$ cat config.mk
export PLATFORM = sky130hd
export DESIGN_NAME = stabilizer_seq_ctrl
export DESIGN_NICKNAME = d
export VERILOG_FILES = /design/src/rtl/stab_seq_pkg.sv /design/src/rtl/stab_addr_delay.sv /design/src/rtl/stabilizer_seq_ctrl.sv
export SDC_FILE = /design/constraint.sdc
export NUM_CORES = 1
export LEC_CHECK = 0
export BUFFER_PORTS_ARGS = -buffer_cell sky130_fd_sc_hd__buf_2
export CAP_MARGIN = 10
export CORE_AREA = 3 3 71 73
export CTS_CLUSTER_SIZE = 8
export DETAILED_ROUTE_END_ITERATION = 8
export DIE_AREA = 0 0 74 76
export PLACE_DENSITY = 0.79
export SLEW_MARGIN = 10
export SYNTH_ARGS = -nofsm -noshare
export SYNTH_HDL_FRONTEND = slang
export SYNTH_SLANG_ARGS = --single-unit
$ cat constraint.sdc
create_clock -name clk -period 3 [get_ports clk]
set_clock_uncertainty 0.2 [all_clocks]
set_input_delay 0.3 -clock clk [delete_from_list [all_inputs] [get_ports clk]]
set_output_delay 0.3 -clock clk [all_outputs]
set_load 0.02 [all_outputs]
$ cat src/rtl/stab_seq_pkg.sv
// Shared gate-type codes and FSM state encodings for the stabilizer-gate
// sequencing controller.
package stab_seq_pkg;

    localparam logic [2:0] GT_H     = 3'd0;
    localparam logic [2:0] GT_S     = 3'd1;
    localparam logic [2:0] GT_CNOT  = 3'd2;
    localparam logic [2:0] GT_PAULI = 3'd3;

    typedef enum logic [2:0] {
        A_IDLE    = 3'd0,
        A_COLLECT = 3'd1,
        A_AMP2    = 3'd2,
        A_SCAN    = 3'd3,
        A_DRAIN   = 3'd4,
        A_HOLD    = 3'd5
    } alpha_state_t;

    typedef enum logic [2:0] {
        B_IDLE    = 3'd0,
        B_COLLECT = 3'd1,
        B_WAIT    = 3'd2,
        B_REDUCE  = 3'd3,
        B_SYNC    = 3'd4,
        B_REORDER = 3'd5,
        B_SHIFT   = 3'd6
    } beta_state_t;

    // Unknown gate codes behave as Pauli/identity.
    function automatic logic [2:0] norm_gate(input logic [2:0] gt);
        return (gt > GT_PAULI) ? GT_PAULI : gt;
    endfunction

endpackage

$ cat src/rtl/stab_addr_delay.sv
// Enable + address shift register of depth LAT; `pending` reports any
// enable still in flight.
module stab_addr_delay #(
    parameter int AW  = 4,
    parameter int LAT = 2
) (
    input  logic          clk,
    input  logic          rst_n,
    input  logic          en_in,
    input  logic [AW-1:0] addr_in,
    output logic          en_out,
    output logic [AW-1:0] addr_out,
    output logic          pending
);

    logic [LAT-1:0] en_r;
    logic [AW-1:0]  addr_r [LAT];

    // Enable and address advance together so they never separate.
    always_ff @(posedge clk or negedge rst_n) begin
        if (!rst_n) begin
            en_r <= '0;
            for (int i = 0; i < LAT; i++) addr_r[i] <= '0;
        end else begin
            en_r[0]   <= en_in;
            addr_r[0] <= addr_in;
            for (int i = 1; i < LAT; i++) begin
                en_r[i]   <= en_r[i-1];
                addr_r[i] <= addr_r[i-1];
            end
        end
    end

    assign en_out   = en_r[LAT-1];
    assign addr_out = addr_r[LAT-1];
    assign pending  = |en_r;

endmodule

$ cat src/rtl/stabilizer_seq_ctrl.sv
// Stabilizer-gate sequencer: alpha stage (amplitude2, basis scan, delayed
// amplitude read/write) and beta stage (literal collect, reduce, shift-out).
module stabilizer_seq_ctrl
    import stab_seq_pkg::*;
#(
    parameter int NUM_QUBIT = 4,
    parameter int RD_LAT    = 2,
    parameter int WR_LAT    = 5
) (
    input  logic                 clk,
    input  logic                 rst_n,
    input  logic                 valid_in,
    input  logic [2:0]           gate_type,
    input  logic                 next_nonstab,
    input  logic [NUM_QUBIT:0]   valid_vec_cnt,
    input  logic                 ram_busy,
    output logic                 amp2_start,
    input  logic                 amp2_done,
    output logic                 rd_ram_en,
    output logic [NUM_QUBIT-1:0] rd_ram_addr,
    output logic                 rd_amp_en,
    output logic [NUM_QUBIT-1:0] rd_amp_addr,
    output logic                 wr_amp_en,
    output logic [NUM_QUBIT-1:0] wr_amp_addr,
    output logic                 rot_basis,
    output logic                 rot_basis2,
    output logic                 rot_q2,
    output logic                 mask_op,
    output logic                 alpha_done,
    input  logic                 canon_valid,
    input  logic                 lit_bl,
    output logic                 valid_p,
    output logic                 rot_left_beta,
    output logic                 rot_down_beta,
    output logic                 ld_prodq,
    output logic                 rot_left_qflag,
    output logic                 det_amp,
    output logic                 valid_out,
    output logic                 valid_p_nonstab
);

    localparam int CW = $clog2(NUM_QUBIT + 1);
    localparam logic [CW-1:0]        CNT_ONE  = CW'(1);
    localparam logic [CW-1:0]        CNT_N    = CW'(NUM_QUBIT);
    localparam logic [CW-1:0]        CNT_LAST = CW'(NUM_QUBIT - 1);
    localparam logic [NUM_QUBIT-1:0] IDX_ONE  = NUM_QUBIT'(1);
    localparam logic [NUM_QUBIT-1:0] IDX_LAST = {NUM_QUBIT{1'b1}};

    alpha_state_t a_state_r, a_state_s;
    beta_state_t  b_state_r, b_state_s;
    logic [CW-1:0]        a_cnt_r, a_cnt_s, b_cnt_r, b_cnt_s;
    logic [CW-1:0]        lf_r, lf_s, dn_r, dn_s;
    logic [NUM_QUBIT-1:0] idx_r, idx_s;
    logic [2:0]           gate_r;
    logic gate_ld_s, amp2_set_s, valid_p_set_s, nonstab_set_s;
    logic rotate_s, rot_basis_r, shift_first_s;
    logic rd_pending_s, wr_pending_s;
    logic amp2_start_r, valid_p_r, valid_p_nonstab_r;

    assign rotate_s      = (a_state_r == A_SCAN) && !ram_busy;
    assign rd_ram_en     = rotate_s && ({1'b0, idx_r} < valid_vec_cnt);
    assign rd_ram_addr   = idx_r;
    assign rot_q2        = rd_ram_en;
    assign rot_basis     = rot_basis_r;
    assign rot_basis2    = rotate_s | rot_basis_r;
    assign mask_op       = (a_state_r == A_SCAN) || (a_state_r == A_DRAIN) || (a_state_r == A_HOLD);
    assign alpha_done    = (a_state_r == A_HOLD);
    assign shift_first_s = (b_state_r == B_SHIFT) && (b_cnt_r == '0);
    assign amp2_start      = amp2_start_r;
    assign valid_p         = valid_p_r;
    assign valid_p_nonstab = valid_p_nonstab_r;

    stab_addr_delay #(.AW(NUM_QUBIT), .LAT(RD_LAT)) u_rd_delay (
        .clk(clk), .rst_n(rst_n), .en_in(rd_ram_en), .addr_in(rd_ram_addr),
        .en_out(rd_amp_en), .addr_out(rd_amp_addr), .pending(rd_pending_s)
    );

    stab_addr_delay #(.AW(NUM_QUBIT), .LAT(WR_LAT)) u_wr_delay (
        .clk(clk), .rst_n(rst_n), .en_in(rd_ram_en), .addr_in(rd_ram_addr),
        .en_out(wr_amp_en), .addr_out(wr_amp_addr), .pending(wr_pending_s)
    );

    // Alpha next-state: collect beats, scan the basis, drain outstanding writes.
    always_comb begin
        a_state_s  = a_state_r;
        a_cnt_s    = a_cnt_r;
        idx_s      = idx_r;
        gate_ld_s  = 1'b0;
        amp2_set_s = 1'b0;
        case (a_state_r)
            A_IDLE: begin
                if (valid_in) begin
                    a_state_s = A_COLLECT;
                    a_cnt_s   = CNT_ONE;
                    gate_ld_s = 1'b1;
                end else begin
                    a_state_s = A_IDLE;
                end
            end
            A_COLLECT: begin
                if (valid_in && (a_cnt_r != CNT_N)) begin
                    a_cnt_s   = a_cnt_r + CNT_ONE;
                    gate_ld_s = 1'b1;
                end else begin
                    a_cnt_s = a_cnt_r;
                end
                if ((a_cnt_r == CNT_N) && !ram_busy) begin
                    a_cnt_s = '0;
                    idx_s   = '0;
                    case (gate_r)
                        GT_H: begin
                            a_state_s  = A_AMP2;
                            amp2_set_s = 1'b1;
                        end
                        GT_PAULI: a_state_s = A_DRAIN;
                        default:  a_state_s = A_SCAN;
                    endcase
                end else begin
                    a_state_s = A_COLLECT;
                end
            end
            A_AMP2: begin
                if (amp2_done) begin
                    a_state_s = A_SCAN;
                    idx_s     = '0;
                end else begin
                    a_state_s = A_AMP2;
                end
            end
            A_SCAN: begin
                if (!ram_busy) begin
                    if (idx_r == IDX_LAST) a_state_s = A_DRAIN;
                    else                   idx_s     = idx_r + IDX_ONE;
                end else begin
                    idx_s = idx_r;
                end
            end
            A_DRAIN: begin
                if (!(rd_pending_s || wr_pending_s)) a_state_s = A_HOLD;
                else                                 a_state_s = A_DRAIN;
            end
            A_HOLD: begin
                // A new gate overlapping the first shift-out cycle is taken here.
                if (shift_first_s) begin
                    if (valid_in) begin
                        a_state_s = A_COLLECT;
                        a_cnt_s   = CNT_ONE;
                        gate_ld_s = 1'b1;
                    end else begin
                        a_state_s = A_IDLE;
                    end
                end else begin
                    a_state_s = A_HOLD;
                end
            end
            default: a_state_s = A_IDLE;
        endcase
    end

    // Beta next-state and datapath strobes.
    always_comb begin
        b_state_s      = b_state_r;
        b_cnt_s        = b_cnt_r;
        lf_s           = lf_r;
        dn_s           = dn_r;
        valid_p_set_s  = 1'b0;
        nonstab_set_s  = 1'b0;
        rot_left_beta  = 1'b0;
        rot_down_beta  = 1'b0;
        ld_prodq       = 1'b0;
        rot_left_qflag = 1'b0;
        det_amp        = 1'b0;
        valid_out      = 1'b0;
        case (b_state_r)
            B_IDLE: begin
                if (valid_in) begin
                    b_state_s = B_COLLECT;
                    b_cnt_s   = '0;
                end else begin
                    b_state_s = B_IDLE;
                end
            end
            B_COLLECT: begin
                if (canon_valid) begin
                    if (b_cnt_r == CNT_LAST) begin
                        b_state_s     = B_WAIT;
                        b_cnt_s       = '0;
                        valid_p_set_s = 1'b1;
                    end else begin
                        b_cnt_s = b_cnt_r + CNT_ONE;
                    end
                end else begin
                    b_cnt_s = b_cnt_r;
                end
            end
            B_WAIT: begin
                if (alpha_done) begin
                    b_state_s = B_REDUCE;
                    lf_s      = '0;
                    dn_s      = '0;
                end else begin
                    b_state_s = B_WAIT;
                end
            end
            B_REDUCE: begin
                if (lf_r == CNT_LAST) begin
                    det_amp   = 1'b1;
                    b_state_s = B_SYNC;
                end else if (lit_bl) begin
                    ld_prodq      = 1'b1;
                    rot_down_beta = 1'b1;
                    dn_s          = (dn_r == CNT_LAST) ? dn_r : dn_r + CNT_ONE;
                end else begin
                    rot_left_beta  = 1'b1;
                    rot_left_qflag = 1'b1;
                    lf_s           = lf_r + CNT_ONE;
                end
            end
            B_SYNC: begin
                rot_left_beta  = 1'b1;
                rot_left_qflag = 1'b1;
                b_state_s      = B_REORDER;
            end
            B_REORDER: begin
                rot_down_beta = 1'b1;
                if (dn_r == CNT_LAST) begin
                    b_state_s = B_SHIFT;
                    b_cnt_s   = '0;
                end else begin
                    dn_s = dn_r + CNT_ONE;
                end
            end
            B_SHIFT: begin
                valid_out = 1'b1;
                if (b_cnt_r == CNT_LAST) begin
                    b_state_s     = B_IDLE;
                    b_cnt_s       = '0;
                    nonstab_set_s = next_nonstab;
                end else begin
                    b_cnt_s = b_cnt_r + CNT_ONE;
                end
            end
            default: b_state_s = B_IDLE;
        endcase
    end

    // State, counters and registered pulse outputs.
    always_ff @(posedge clk or negedge rst_n) begin
        if (!rst_n) begin
            a_state_r         <= A_IDLE;
            b_state_r         <= B_IDLE;
            a_cnt_r           <= '0;
            b_cnt_r           <= '0;
            lf_r              <= '0;
            dn_r              <= '0;
            idx_r             <= '0;
            gate_r            <= 3'd0;
            rot_basis_r       <= 1'b0;
            amp2_start_r      <= 1'b0;
            valid_p_r         <= 1'b0;
            valid_p_nonstab_r <= 1'b0;
        end else begin
            a_state_r         <= a_state_s;
            b_state_r         <= b_state_s;
            a_cnt_r           <= a_cnt_s;
            b_cnt_r           <= b_cnt_s;
            lf_r              <= lf_s;
            dn_r              <= dn_s;
            idx_r             <= idx_s;
            gate_r            <= gate_ld_s ? norm_gate(gate_type) : gate_r;
            rot_basis_r       <= rotate_s;
            amp2_start_r      <= amp2_set_s;
            valid_p_r         <= valid_p_set_s;
            valid_p_nonstab_r <= nonstab_set_s;
        end
    end

endmodule

Yosys cells after proc, flatten, opt, wreduce, memory -nomap -nowiden:

Index checks and enable logic that the tools add are counted.

* register bits: 56
* output and inout bits: 29
* word-level logic and storage cells: 151

* reduce and logical (&&, ||, !) cells: 27
* $lt $le $gt $ge: 2
* bitwise operators: 1
* add/sub/neg operators: 5
* muxes and demuxes: 62
* eq/ne operators: 35

Operators by type and width (count)
* $mux 3: 24
* $ne 2x2->1 const B: 13
* $eq 3x2->1 const B: 8
* $mux 1: 23
* $pmux 3 s7: 1
* $eq 3x3->1 const B: 6
* $pmux 3 s3: 2
* $pmux 3 s6: 1
* $mux 4: 4
* $add 3x1->3 const B: 4
* $logic_not 3->1: 4
* $pmux 3 s2: 2
* $pmux 3 s4: 1
* $pmux 4 s3: 1
* $reduce_and 4->1: 3
* $reduce_and 5->1: 2
* $reduce_bool 3->1: 3
* $eq 3x1->1 const B: 2
* $ne 2x1->1 const B: 3
* $ne 3x3->1 const B: 2
* $logic_and 1x1->1: 5
* $lt 4x5->1: 1
* $reduce_or 5->1: 1
* $add 4x1->4 const B: 1
* other kinds (12): 15

Depth between registers and ports, before layout:

Gate-level depths: netlist (run 1).

* depth after elaboration: 5
* mapped depth: 8

Modules after synthesis:

A second synthesis (run 1) with hierarchy kept.

* cell total of the unflattened synthesis: 259
* area total of the unflattened synthesis: 2981.6 um2

Modules (own cells, without submodules)
* stabilizer_seq_ctrl: area each 2026.9 um2, cells an instance 212, seq. area each 725.7 um2, instances 1
* stab_addr_delay at u_wr_delay: area each 668.1 um2, cells an instance 32, seq. area each 625.6 um2, instances 1
* stab_addr_delay at u_rd_delay: area each 286.5 um2, cells an instance 15, seq. area each 250.2 um2, instances 1

Least setup slack after synthesis (run 1):

OpenSTA, ideal clock, no wires.

* path kind: register to output
* start: register idx_r[1], in the netlist rd_ram_addr[1]
* end: output rot_q2
* data arrival time: 1.669 ns
* stages on the path, launching flop included: 7
* path slack: 0.831 ns
* required time: 2.500 ns
* path through: dfrtp_1 > ha_1 > a21o_1 > a21o_1 > a21oi_1 > o21a_1 > buf_4

* longest elaborated chain between the ends: 2

RTL lines
* start: declaration: line stabilizer_seq_ctrl.sv:53 `logic [NUM_QUBIT-1:0] idx_r, idx_s;`
* start signal: assignment: line stabilizer_seq_ctrl.sv:269 `idx_r <= idx_s;`
* $lt 4x5->1: line stabilizer_seq_ctrl.sv:61 `assign rd_ram_en = rotate_s && ({1'b0, idx_r} < valid_vec_cnt);`
* $logic_and 1x1->1: line stabilizer_seq_ctrl.sv:61
* end: declaration: line stabilizer_seq_ctrl.sv:27 `output logic rot_q2,`

Every way passes these cells.

Worst setup path after layout (run 1):

* start: register a_state_r[0]
* end: output rot_q2

* longest elaborated chain between the ends: 3

RTL lines
* start: declaration: line stabilizer_seq_ctrl.sv:49 `alpha_state_t a_state_r, a_state_s;`
* start signal: assignment: line stabilizer_seq_ctrl.sv:263 `a_state_r <= a_state_s;`
* $eq 3x2->1: line stabilizer_seq_ctrl.sv:60 `assign rotate_s = (a_state_r == A_SCAN) && !ram_busy;`
* $logic_and 1x1->1: line stabilizer_seq_ctrl.sv:60
* named net rotate_s: line stabilizer_seq_ctrl.sv:56 `logic rotate_s, rot_basis_r, shift_first_s;`
* $logic_and 1x1->1: line stabilizer_seq_ctrl.sv:61

The timed path passes the listed nets, and every way through them passes these cells.

==> results by group, run 1 <==
Setup path
  – Crit Path Class: reg -> out
  – Worst r2r src: a_cnt_r[0]
  – Worst Path Arrival: between 2 and 2.5 ns
  – Worst setup SP type: flop
  – CP max stage delay: between 0.5 and 0.6 ns
  – Req. time, crit path: approximately 2.5 ns
  – Buf+Inv Stages, Crit Path: 1
  – Largest delay share family, worst path: simple AND/OR/NAND/NOR gates
  – Flop2flop setup slack: ~0.84 ns
  – Slowest CP cell: dfrtp_1
  – FF-to-FF path depth: 7
  – Crit-path cells: nor2b_1 -> nand2_1 -> nor2_1 -> o21a_1 -> buf_2
  – Crit Path Max Fanout: 14
  – Setup crit end kind: output port
  – Worst R2R End: a_state_r[0]

Clock tree
  – H-tree depth: 2
  – Clock Path Buffers: 2
  – Clock sink total: 54
  – CTS tree: done
  – Clk Latency, worst-skew pair: 0.30 ns
  – Number of CTS-inserted buffers: 5
  – Root buffer cell: clkbuf_8
  – Clock transition at path regs: around 0.10 ns

Routing
  – 1st-pass router iterations: 4
  – Vias per cell: between 5 and 6
  – Post-route DRC: 0
  – DR iter-0 viols: 96
  – Detail Route Antenna Nets: 0
  – Total Wirelength: ~4.3 mm
  – Via count: 1,757
  – Drt wl/cell: approximately 13 um

Final layout
  – Area occupied by multi-input gates: 990 um2
  – Commonest cells after routing, fill and taps aside: dfrtp_1 (54), buf_2 (44), o21ai_0 (23), nor2_1 (17), inv_1 (16)
  – # fillers: roughly 370
  – Synth-to-layout area growth: 12.4%
  – Ant diodes: 0
  – Net count reported at finish: ~300
  – Commonest non-fill, non-tap cell in the layout: dfrtp_1
  – Sequential Area: 1350 um2
  – Non-Filler Instances: 323
  – Layout cells sized above 1: 0.225

Floorplan
  – DIE AREA: 5620 um2
  – Die H: 76 um
  – Rows: 24
  – Initial core utilization: 0.568
  – Die width: approximately 74 um
  – Io pins: 45
  – Core area: 4410 um2

Yosys
  – Synth Instances: between 200 and 250
  – Post-Synthesis Net Count: between 200 and 300
  – Async S/R FF share, synth: 1.00
  – Mapped Avg Cell Area: 10.7 um2
  – Synth Cell Area: roughly 2500 um2
  – Post-synth cell types: 49
  – Number of synthesized flops with an enable pin: 0
  – Synth Register Bits: 54
  – Main synth FF type: dfrtp_1
  – Ys Warns: 0
  – Sequential share of the synthesized area: 0.539

STA
  – Final period util: 0.885
  – Setup TNS: 0 ns
  – Worst-Margin Slew: 0.581 ns
  – Peak Freq: around 380 MHz
  – Fin. Hold Viols: 0
  – Fin. max-slew vios: 0
  – Period minus WS final: 2.66 ns
  – Final setup vio count: 0
  – RSZ-0062 raised after global routing: false
  – Rel. slew slack: 0.612

Global routing
  – Largest net degree at the start of global routing: 29
  – Vias in the first global route: roughly 1,600
  – Initial antenna violation count: 0
  – Gr ovfl total: 0
  – Tot GR Track Use: 0.161
  – First-pass GRT wire length: about 7.2 mm

Placed design
  – Dpl cells: 314
  – Final GP Congestion: between 0.8 and 0.9
  – Detailed placer's ending HPWL: 3.14 mm
  – Input/output buffers: 44

Hold path
  – Worst hold path type: in -> reg
  – Hold_sp: next_nonstab
  – Hold endpoint: valid_p_nonstab
  – Worst hold stages: 2

Power and ir drop
  – Pwr dens: between 800 and 900 nW/um2
  – LEAKAGE: about 1.5 nW
  – Peak VDD IR: roughly 510 uV

Status
  – Run status: completed

Job
  – Max-cap violations: 0
-- area by class of cell --
class                   count  share of cell area
flip-flops and latches     54               0.479
multi-input cells         147               0.351
repair buffers             46              0.0843
clock buffers               5              0.0244
well taps                  52              0.0231
inverters                  16              0.0213
clock inverters             3              0.0169
-- per-stage QoR --
stage,area [um2],hold slack [ns],setup slack [ns],util,total power [W]
floorplan,2510,-0.196,0.831,-,0.00165
global placement,2690,0.132,0.814,0.610,0.00180
detailed placement,2690,0.135,0.713,0.610,0.00184
CTS,2820,0.0146,0.348,0.639,0.00234
global route,2820,0.0228,0.0997,0.639,0.00248
finish,2820,0.0194,0.345,0.639,0.00232
-- worst max-delay path by stage --
stage,end,startpoint,cells after the start,slack (ns)
finish,rot_q2,a_state_r[0],5,0.34
global route,rot_q2,a_state_r[0],5,0.1
CTS,rot_q2,a_state_r[0],5,0.35
detailed placement,rot_q2,a_state_r[0],5,0.71
global placement,rot_q2,a_state_r[0],5,0.81
floorplan,rot_q2,rd_ram_addr[1],6,0.83
-- registers in the layout, summed over array words and instances (netlist names), 3 cells and up --
signal / flops
a_cnt_r: 3
a_state_r: 3
b_cnt_r: 3
b_state_r: 3
dn_r: 3
gate_r: 3
lf_r: 3
rd_ram_addr: 4
u_wr_delay.addr_out: 4
u_wr_delay.addr_r: 16
u_wr_delay.en_r: 5
-- repair_timing --
action | 4_1_cts | 5_1_grt
hold endpoints to repair | 26 | 0
gates resized for setup | 0 | 0
setup buffers | 0 | 0
hold buffers | 1 | 0
-- worst register-to-register path: stages, from the launching register on --
cell	delay [ns]
dfrtp_1	0.42
inv_1	0.07
ha_1	0.17
and3b_1	0.35
nor2_1	0.08
a21oi_1	0.13
a221oi_1	0.10
or4_1	0.54
-- metal layers --
layer	global-route usage	wire length (um)	vias up
li1	-	-	875
met3	0.0449	233	7
met4	0.0489	57	0
met5	0	0	-
met1	0.211	1970	834
met2	0.256	2020	41
-- cell families after synthesis --
kind of cell,after synthesis,share of synthesized area
AOI/OAI and AO/OA,53,0.133
xor gates and xnor gates,1,0.00349
adders and majority gates,12,0.0598
buffers and inverters,33,0.0668
DFF,54,0.539
muxes,5,0.0224
and+or+nand+nor,76,0.176
-- Yosys cell counts, types with 2 or more instances --
library cell | count | share of area
a21o_1 | 2 | 0.0060
buf_4 | 11 | 0.033
buf_2 | 2 | 0.0040
clkbuf_1 | 4 | 0.0060
inv_1 | 16 | 0.024
nand2b_1 | 8 | 0.020
nand2_1 | 14 | 0.021
nand3b_1 | 3 | 0.0090
o21ai_0 | 23 | 0.046
nor3_1 | 2 | 0.0040
nor2b_1 | 5 | 0.012
a21oi_1 | 8 | 0.016
mux2i_1 | 3 | 0.012
dfrtp_1 | 54 | 0.54
or4_1 | 2 | 0.0060
ha_1 | 12 | 0.060
o21a_1 | 4 | 0.012
nor3b_1 | 3 | 0.0090
nand3_1 | 7 | 0.014
o31ai_1 | 2 | 0.0060
and3_1 | 2 | 0.0050
nor2_1 | 17 | 0.025
a31oi_1 | 4 | 0.010
-- power breakdown --
| part | switching [W] | leakage [nW] | internal (W) | total [W] |
|---|---|---|---|---|
| combinational | 0.000448 | 0.723 | 0.000342 | 0.000789 |
| sequential | 0.000166 | 0.724 | 0.000864 | 0.00103 |
| clock | 0.000244 | 0.0591 | 0.000255 | 0.000499 |
| total | 0.000858 | 1.51 | 0.00146 | 0.00232 |
Note: power is estimated with default switching activity, not from simulation.
==> inputs of run 2 (changes only) <==
--- a/config.mk
+++ b/config.mk
@@ -5,13 +5,14 @@
 export SDC_FILE = /design/constraint.sdc
 export NUM_CORES = 1
 export LEC_CHECK = 0
-export BUFFER_PORTS_ARGS = -buffer_cell sky130_fd_sc_hd__buf_2
+export BUFFER_PORTS_ARGS = -buffer_cell sky130_fd_sc_hd__buf_4
 export CAP_MARGIN = 10
 export CORE_AREA = 3 3 71 73
 export CTS_CLUSTER_SIZE = 8
 export DETAILED_ROUTE_END_ITERATION = 8
 export DIE_AREA = 0 0 74 76
 export PLACE_DENSITY = 0.79
+export RECOVER_POWER = 50
 export SLEW_MARGIN = 10
 export SYNTH_ARGS = -nofsm -noshare
 export SYNTH_HDL_FRONTEND = slang
==> constraint.sdc (replaced) <==
create_clock -name clk -period 3 [get_ports clk]
set_clock_uncertainty 0.2 [all_clocks]
set_input_delay 0 -clock clk [delete_from_list [all_inputs] [get_ports clk]]
set_output_delay 0 -clock clk [all_outputs]
set_load 0.02 [all_outputs]
==> run 2 against run 1 <==
  * Register-to-register slack worse by 0.57 ns
  * Wire length rose by 7.9%
  * Clock power barely moved
  * Critical path type is now reg -> reg
==> results by group, run 2 (same netlist as run 1, synthesis figures left out) <==
Status
  – Run status: completed (unchanged)

Final layout
  – Largest reg by FF count: u_wr_delay.addr_r (unchanged)
  – # fillers: 335 (was 371)
  – Largest register FFs: 16 (unchanged)
  – Commonest non-fill, non-tap cell in the layout: dfrtp_1 (unchanged)
  – Synth-to-layout area growth: 21.6% (was 12.4%)
  – Commonest cells after routing, fill and taps aside: dfrtp_1 (54), buf_4 (43), o21ai_0 (23), nor2_1 (17), inv_1 (16) (was dfrtp_1 (54), buf_2 (44), o21ai_0 (23), nor2_1 (17), inv_1 (16))
  – Ant diodes: 0 (unchanged)
  – Final core utilization: 0.691 (was 0.639)
  – Biggest regs: u_wr_delay.addr_r (16), u_wr_delay.en_r (5) (unchanged)
  – Net count reported at finish: 310 (was 298)
  – Layout cells sized above 1: 0.212 (was 0.225)

Routing
  – Drt wl/cell: 13.8 um (was 13.2 um)
  – Detail Route Antenna Nets: 0 (unchanged)
  – 1st-pass router iterations: 4 (unchanged)
  – Via count: 1,825 (was 1,757)
  – DR iter-0 viols: 125 (was 96)
  – Total Wirelength: 4.62 mm (was 4.28 mm)
  – Vias per cell: 5.45 (was 5.44)
  – Post-route DRC: 0 (unchanged)

Placed design
  – Final GP Congestion: 0.892 (was 0.880)
  – Input/output buffers: 44 (unchanged)
  – Pre-CTS setup slack: 0.886 ns (was 0.713 ns)
  – Detailed placer's ending HPWL: 3.17 mm (was 3.14 mm)

Clock tree
  – Postcts setup bufs: 0 (unchanged)
  – Clock Path Buffers: 2 (unchanged)
  – CTS tree: done (unchanged)
  – Clk Latency, worst-skew pair: 0.31 ns (was 0.30 ns)
  – Post-CTS Resized: 0 (unchanged)
  – Clock transition at path regs: 0.10 ns (about the same)
  – Root buffer cell: clkbuf_8 (unchanged)
  – H-tree depth: 2 (unchanged)
  – Number of CTS-inserted buffers: 5 (unchanged)
  – # hold bufs at CTS: 14 (was 1)
  – Clock sink total: 54 (unchanged)

Setup path
  – Setup crit end kind: flop (was output port)
  – Worst Path Arrival: 2.78 ns (was 2.16 ns)
  – Crit Path Class: reg -> reg (was reg -> out)
  – Flop2flop setup slack: 0.27 ns (was 0.84 ns)
  – Req. time, crit path: 3.05 ns (was 2.50 ns)
  – Worst R2R End: gate_r[0] (was a_state_r[0])
  – Worst r2r src: b_state_r[2] (was a_cnt_r[0])
  – Crit Path Max Fanout: 14 (unchanged)
  – Worst setup SP type: flop (unchanged)
  – FF-to-FF path depth: 6 (was 7)

Global routing
  – First-pass GRT wire length: 7.99 mm (was 7.20 mm)
  – Gr ovfl total: 0 (unchanged)
  – Vias in the first global route: 1,777 (was 1,649)
  – Initial antenna violation count: 0 (unchanged)
  – Tot GR Track Use: 0.181 (was 0.161)
  – Largest net degree at the start of global routing: 55 (was 29)

STA
  – Hold_ws: 0.0564 ns (was 0.0194 ns)
  – Final worst slack: 0.268 ns (was 0.345 ns)
  – Fin. Hold Viols: 0 (unchanged)
  – Setup TNS: 0 ns (unchanged)
  – Period minus WS final: 2.73 ns (was 2.66 ns)
  – Rel. slew slack: 0.142 (was 0.612)
  – Final period util: 0.911 (was 0.885)
  – Worst-Margin Slew: 1.29 ns (was 0.581 ns)
  – RSZ-0062 raised after global routing: false (unchanged)
  – Final setup vio count: 0 (unchanged)
  – Peak Freq: 366 MHz (was 377 MHz)
  – Fin. max-slew vios: 0 (unchanged)

Hold path
  – Hold endpoint: u_wr_delay.en_r[0] (was valid_p_nonstab)
  – Worst hold stages: 5 (was 2)
  – Hold_sp: valid_vec_cnt[3] (was next_nonstab)
  – Worst hold path type: in -> reg (unchanged)

Floorplan
  – Initial core utilization: 0.568 (unchanged)
  – Die H: 76 um (unchanged)
  – DIE AREA: 5620 um2 (unchanged)
  – Io pins: 45 (unchanged)
  – Die width: 74 um (unchanged)
  – Core area: 4410 um2 (unchanged)
  – Rows: 24 (unchanged)

Power and ir drop
  – LEAKAGE: 1.57 nW (was 1.51 nW)
  – Pwr dens: 785 nW/um2 (was 822 nW/um2)
  – Peak VDD IR: 450 uV (was 512 uV)

Job
  – Max-cap violations: 0 (unchanged)
==> run 2: changes by cell type in the layout (fill, tap and decap cells not counted) <==
cell,previous run,this run
inv_6,2,1
dlygate4sd3_1,1,14
buf_2,44,0
clkinv_4,0,1
buf_4,1,43
clkbuf_2,0,1
==> run 2: worst max-delay path by stage <==
stage | startpoint | end | cells past startpoint
finish | b_state_r[2] | gate_r[0] | 6
global route | b_state_r[2] | gate_r[0] | 6
CTS | b_state_r[2] | gate_r[1] | 6
detailed placement | b_state_r[2] | gate_r[1] | 5
global placement | a_cnt_r[0] | a_state_r[0] | 7
floorplan | a_cnt_r[0] | a_cnt_r[0] | 7
==> run 2: stage by stage <==
step / cell area [um2] / std cells / power (W)
after floorplan: 2510 / 234 / 0.00165
after global placement: 2800 / 313 / 0.00185
after detailed placement: 2800 / 313 / 0.00188
after CTS: 3050 / 335 / 0.00242
after global routing: 3050 / 335 / 0.00259
final: 3050 / 335 / 0.00239
==> run 2: power breakdown <==
| group | total, W | internal (W) | switching [W] |
|---|---|---|---|
| clock network | 0.000496 | 0.000253 | 0.000243 |
| registers | 0.00103 | 0.000864 | 0.000166 |
| logic | 0.000869 | 0.000402 | 0.000468 |
==> run 2: worst max-delay path, stage by stage (launching register included) <==
cell           delay, ns
dfrtp_1             0.62
nand3b_4            0.16
nor3b_4             0.28
a31oi_1             0.13
nor3b_1             0.46
mux2i_1             0.25
dlygate4sd3_1       0.57
==> run 2: layout make-up <==
class / count / area (um2) / share of cell area
Clock buffer: 5 / 68.8 / 0.0226
Clock inverter: 3 / 47.5 / 0.0156
Inverter: 16 / 60.1 / 0.0197
Multi-Input combinational cell: 147 / 990 / 0.324
Sequential cell: 54 / 1350 / 0.443
Tap cell: 52 / 65.1 / 0.0213
Timing Repair Buffer: 58 / 468 / 0.153
==> run 2: routing by layer <==
metal,global-route usage,share of wire,up-vias
li1,-,-,900
met1,0.236,0.45,872
met2,0.285,0.48,46
met3,0.0475,0.051,7
met4,0.0725,0.018,0
met5,0,0,-
